===== src/rtl/uart_tx_en.sv =====
// Byte-wide UART transmitter paced by an external bit-rate strobe.
// A one-byte holding register lets the next frame follow the current one with no idle bit.
module uart_tx_en #(
    parameter int PARITY    = 0,
    parameter int STOP_BITS = 1
) (
    input  logic       clk_in,
    input  logic       rst_n,
    input  logic       bit_en,
    input  logic [7:0] tx_data,
    input  logic       tx_valid,
    output logic       tx_ready,
    output logic       txd,
    output logic       busy
);

    typedef enum logic [2:0] {
        S_IDLE,
        S_START,
        S_DATA,
        S_PAR,
        S_STOP
    } state_t;

    localparam logic PAR_EN    = (PARITY != 0);
    localparam logic PAR_EVEN  = (PARITY == 2);
    localparam logic STOP_LAST = (STOP_BITS == 2);

    state_t     state_q, state_d;
    logic [7:0] shift_q, shift_d;
    logic [2:0] bit_cnt_q, bit_cnt_d;
    logic       stop_cnt_q, stop_cnt_d;
    logic       par_bit_q, par_bit_d;
    logic [7:0] hold_data_q, hold_data_d;
    logic       hold_full_q, hold_full_d;
    logic       txd_q, txd_d;
    logic       load;
    logic       accept;

    always_comb begin
        state_d     = state_q;
        shift_d     = shift_q;
        bit_cnt_d   = bit_cnt_q;
        stop_cnt_d  = stop_cnt_q;
        par_bit_d   = par_bit_q;
        hold_data_d = hold_data_q;
        hold_full_d = hold_full_q;
        txd_d       = txd_q;
        load        = 1'b0;
        accept      = tx_valid & ~hold_full_q;

        if (bit_en) begin
            case (state_q)
                S_IDLE: begin
                    if (hold_full_q) begin
                        load = 1'b1;
                    end else begin
                        txd_d = 1'b1;
                    end
                end
                S_START: begin
                    state_d = S_DATA;
                    txd_d   = shift_q[0];
                end
                S_DATA: begin
                    if (bit_cnt_q == 3'd7) begin
                        if (PAR_EN) begin
                            state_d = S_PAR;
                            txd_d   = par_bit_q;
                        end else begin
                            state_d    = S_STOP;
                            txd_d      = 1'b1;
                            stop_cnt_d = 1'b0;
                        end
                    end else begin
                        // shift_q[1] becomes the new LSB, so it is the bit now on the line
                        shift_d   = {1'b0, shift_q[7:1]};
                        bit_cnt_d = bit_cnt_q + 3'd1;
                        txd_d     = shift_q[1];
                    end
                end
                S_PAR: begin
                    state_d    = S_STOP;
                    txd_d      = 1'b1;
                    stop_cnt_d = 1'b0;
                end
                S_STOP: begin
                    if (stop_cnt_q == STOP_LAST) begin
                        if (hold_full_q) begin
                            load = 1'b1;
                        end else begin
                            state_d = S_IDLE;
                            txd_d   = 1'b1;
                        end
                    end else begin
                        stop_cnt_d = 1'b1;
                        txd_d      = 1'b1;
                    end
                end
                default: begin
                    state_d = S_IDLE;
                    txd_d   = 1'b1;
                end
            endcase
        end

        if (load) begin
            state_d     = S_START;
            txd_d       = 1'b0;
            shift_d     = hold_data_q;
            bit_cnt_d   = 3'd0;
            par_bit_d   = PAR_EVEN ? (^hold_data_q) : (~^hold_data_q);
            hold_full_d = 1'b0;
        end

        // load requires a full holding register and accept an empty one, so they never collide
        if (accept) begin
            hold_full_d = 1'b1;
            hold_data_d = tx_data;
        end
    end

    always_ff @(posedge clk_in or negedge rst_n) begin
        if (!rst_n) begin
            state_q     <= S_IDLE;
            shift_q     <= 8'h00;
            bit_cnt_q   <= 3'd0;
            stop_cnt_q  <= 1'b0;
            par_bit_q   <= 1'b0;
            hold_data_q <= 8'h00;
            hold_full_q <= 1'b0;
            txd_q       <= 1'b1;
        end else begin
            state_q     <= state_d;
            shift_q     <= shift_d;
            bit_cnt_q   <= bit_cnt_d;
            stop_cnt_q  <= stop_cnt_d;
            par_bit_q   <= par_bit_d;
            hold_data_q <= hold_data_d;
            hold_full_q <= hold_full_d;
            txd_q       <= txd_d;
        end
    end

    assign tx_ready = ~hold_full_q;
    assign txd      = txd_q;
    assign busy     = (state_q != S_IDLE) | hold_full_q;

endmodule


===== config.mk =====
export PLATFORM = sky130hd
export DESIGN_NAME = uart_tx_en
export DESIGN_NICKNAME = d
export VERILOG_FILES = /design/src/rtl/uart_tx_en.sv
export SDC_FILE = /design/constraint.sdc
export NUM_CORES = 1
export LEC_CHECK = 0
export BUFFER_PORTS_ARGS = -buffer_cell sky130_fd_sc_hd__buf_2
export CORE_MARGIN = 2
export CORE_UTILIZATION = 59
export DETAILED_ROUTE_END_ITERATION = 8
export GPL_ROUTABILITY_DRIVEN = 0
export PLACE_DENSITY_LB_ADDON = 0.12
export SYNTH_ARGS = -nofsm -noshare
export SYNTH_HDL_FRONTEND = slang
export SYNTH_SLANG_ARGS = --single-unit

===== constraint.sdc =====
create_clock -name clk_in -period 2.3 [get_ports clk_in]
set_clock_uncertainty 0.1 [all_clocks]
set_input_delay 0.46 -clock clk_in [delete_from_list [all_inputs] [get_ports clk_in]]
set_output_delay 0.46 -clock clk_in [all_outputs]
set_load 0.02 [all_outputs]

==> flow_metrics.tcl <==
set metrics [dict create \
    outcome "completed" \
    crit_chain "inv_1 -> nand4_1 -> buf_2" \
    slowest_delay_ns 0.41 \
    finalHoldViolations 0 \
    leakage_nw 0.560 \
    synth_edf_count 0 \
    synth-main-ff-cell "dfrtp_1" \
    grt_pass1_vias 790 \
    seq_area_frac_synth_pct 52.5 \
    worstPathArrival_ns 1.31 \
    cts_hold_buf 0 \
    clock_latency_ns 0.31 \
    pwr-share-clk_pct 13.8 \
    io_pins 15 \
    wl_per_cell_um 14.0 \
    rsz0062_at_grt "false" \
    drv_cap 0 \
    drtIter0Drc 22 \
    root_buffer "clkbuf_4" \
    diodes 0 \
    final-max-slew-violation-count 0 \
    combPwrFrac_pct 38.1 \
    multi_input_area_um2 464 \
    clockBufferDepth 2 \
    vias 875 \
    pwr-share-seq_pct 48.0 \
    dr_wl_met3_um 109 \
    worstSetupPathType "reg -> out" \
    fmax_mhz 536 \
    cts_resized 0 \
    start_util_pct 64.3 \
    switching_share_pct 36.7 \
    grtUsageTotal_pct 21.5 \
    wl_met1_um 939 \
    end_kind "primary output" \
    setup_violations 0 \
    critical_path.top_delay_family "buffers and inverters" \
    numClockSinks 24 \
    start_kind "flop" \
    synth-seq-cells 24 \
    synth.avg_cell_area_um2 10.5 \
    drive_gt1_share_pct 24.8 \
    design.core.area_um2 1780 \
    ys_types 29 \
    chipHeight_um 48.1 \
    htree_num_levels 1 \
    utilization_pct 69.8 \
    area_delta_synth_final_pct 8.62 \
    num_rows 15 \
    yosys-top-cells-count "dfrtp_1, a21oi_1, nor2_1" \
    nNetsFinal 136 \
    tns_ns 0 \
    portBuffers 14 \
    syn_inst 109 \
    cts_inserted_buffers 3 \
    synthArstFlopShare_pct 100 \
    post_cts_buffers 0 \
    maxUsedRoutingLayer "met4" \
    hold_path.class "in -> async" \
    wl_met2_um 960 \
    power_density_nw_per_um2 1280 \
    syn_nets 123 \
    grt_pass1_wl_mm 3.46 \
    crit_fanout 12 \
    p_switching_uw 583 \
    hpwlAfterDp_mm 1.37 \
    synth_most_common_cell "dfrtp_1" \
    cts_tree "done" \
    die_w_um 48.1 \
    internal_power_mw 1.00 \
    drc 0 \
    first_pass_iters 4 \
    clkTransAtPathRegs_ns 0.12 \
    antenna_found_initial 0 \
    regArea_um2 602 \
    ir_worst_vdd_v 0.000721 \
    synth_area_um2 1150 \
    crit_buf_inv 2 \
    finalCritPeriodShare_pct 81.1 \
    slew_headroom_pct 65.1 \
    synth_top_area_share_pct 50.2 \
    crit_required_ns 1.74 \
    antenna_left 0 \
    cp_slowest_cell "dfrtp_1" \
    netlist_top_cells_area "dfrtp_1, mux2_2, a21oi_1, a31oi_1, o21ai_0" \
    yosysWarnings 0 \
    r2r_slack_ns 0.49 \
    wl_mm 2.04 \
    worst_slew_pin_slew_ns 0.524 \
    vias_per_cell 5.99 \
    die-area_um2 2310 \
    nFillCells 137 \
    yosysTopAreaCell "dfrtp_1" \
    min_period_ns 1.87 \
    grt_max_degree 25 \
    overflow 0 \
]
==> worst paths after layout <==
path,cells past startpoint,startpoint,end
setup / recovery,3,state_q[2],busy
hold / removal,1,rst_n,state_q[2]
setup reg to reg,5,bit_cnt_q[0],shift_q[3]
hold reg to reg,2,txd,txd
max in group asynchronous,1,rst_n,txd
min in group clk_in,2,tx_data[0],hold_data_q[0]
==> cell usage in the layout, fill, tap and decap left out <==
cell and instances:
dfrtp_1 23, buf_2 14, nor2_1 11, a21oi_1 11, o21ai_0 10, a31oi_1 8
mux2_2 7, inv_1 5, o21ai_1 3, clkbuf_4 3, buf_4 3, nand4bb_1 2
and4bb_1 2, o22ai_1 2, nand3_1 2, nand2_1 2, ha_1 2, nand4_1 1
nor3b_1 1, or3_1 1, nor2b_1 1, nand2b_1 1, or3b_1 1, a21bo_2 1
mux2_1 1, o2111ai_1 1, clkbuf_8 1, dfstp_2 1
==> cell type report <==
type                            instances  area share, %
Clock buffer                            4           2.91
Sequential cell                        24           48.3
Timing Repair Buffer                   17           7.44
Tap cell                               25           2.51
Inverter                                5           1.51
Multi-Input combinational cell         71           37.3
==> metrics by stage <==
step | area [um^2] | setup WS, ns | instances | hold slack [ns] | total power, mW
final | 1240 | 0.435 | 146 | 0.00194 | 1.59
after global routing | 1240 | 0.352 | 146 | 0.0476 | 1.71
after CTS | 1240 | 0.427 | 146 | 0.0253 | 1.59
after detailed placement | 1210 | 0.547 | 142 | 0.370 | 1.38
after global placement | 1210 | 0.600 | 142 | 0.366 | 1.34
after floorplan | 1150 | 0.727 | 109 | 0.0644 | 1.25
==> worst reg2reg max path: stages, from the launching register on <==
cell      delay, ns
dfrtp_1        0.42
ha_1           0.20
ha_1           0.22
and4bb_1       0.50
a31oi_1        0.16
a21oi_1        0.16
==> per-layer routing <==
metal  up-vias  GRT usage [%]
met5         -              0
met1       425           29.0
li1        410              -
met3         6           3.40
met4         0           6.49
met2        34           35.5
==> sequential cells by signal (all words and copies together), names as in the netlist <==
name	count
txd	1
bit_cnt_q	3
shift_q	8
hold_full_q	1
hold_data_q	8
state_q	3
==> power by group through the flow <==
stage	clock [mW]	sequential [mW]	combinational, mW
floorplan	0	0.738	0.508
global placement	0	0.757	0.583
detailed placement	0	0.771	0.605
CTS	0.223	0.762	0.610
global route	0.238	0.788	0.688
finish	0.219	0.763	0.605
==> cell families (layout without fill, tap and decap cells) <==
family,Yosys count,in the layout,synth area share [%]
compound gates,36,36,17.6
simple gates,25,25,12.9
flops,24,24,52.5
buf+inv,14,26,6.99
mux,8,8,7.86
fa+ha+maj,2,2,2.18
(Power assumes the default switching activity.)
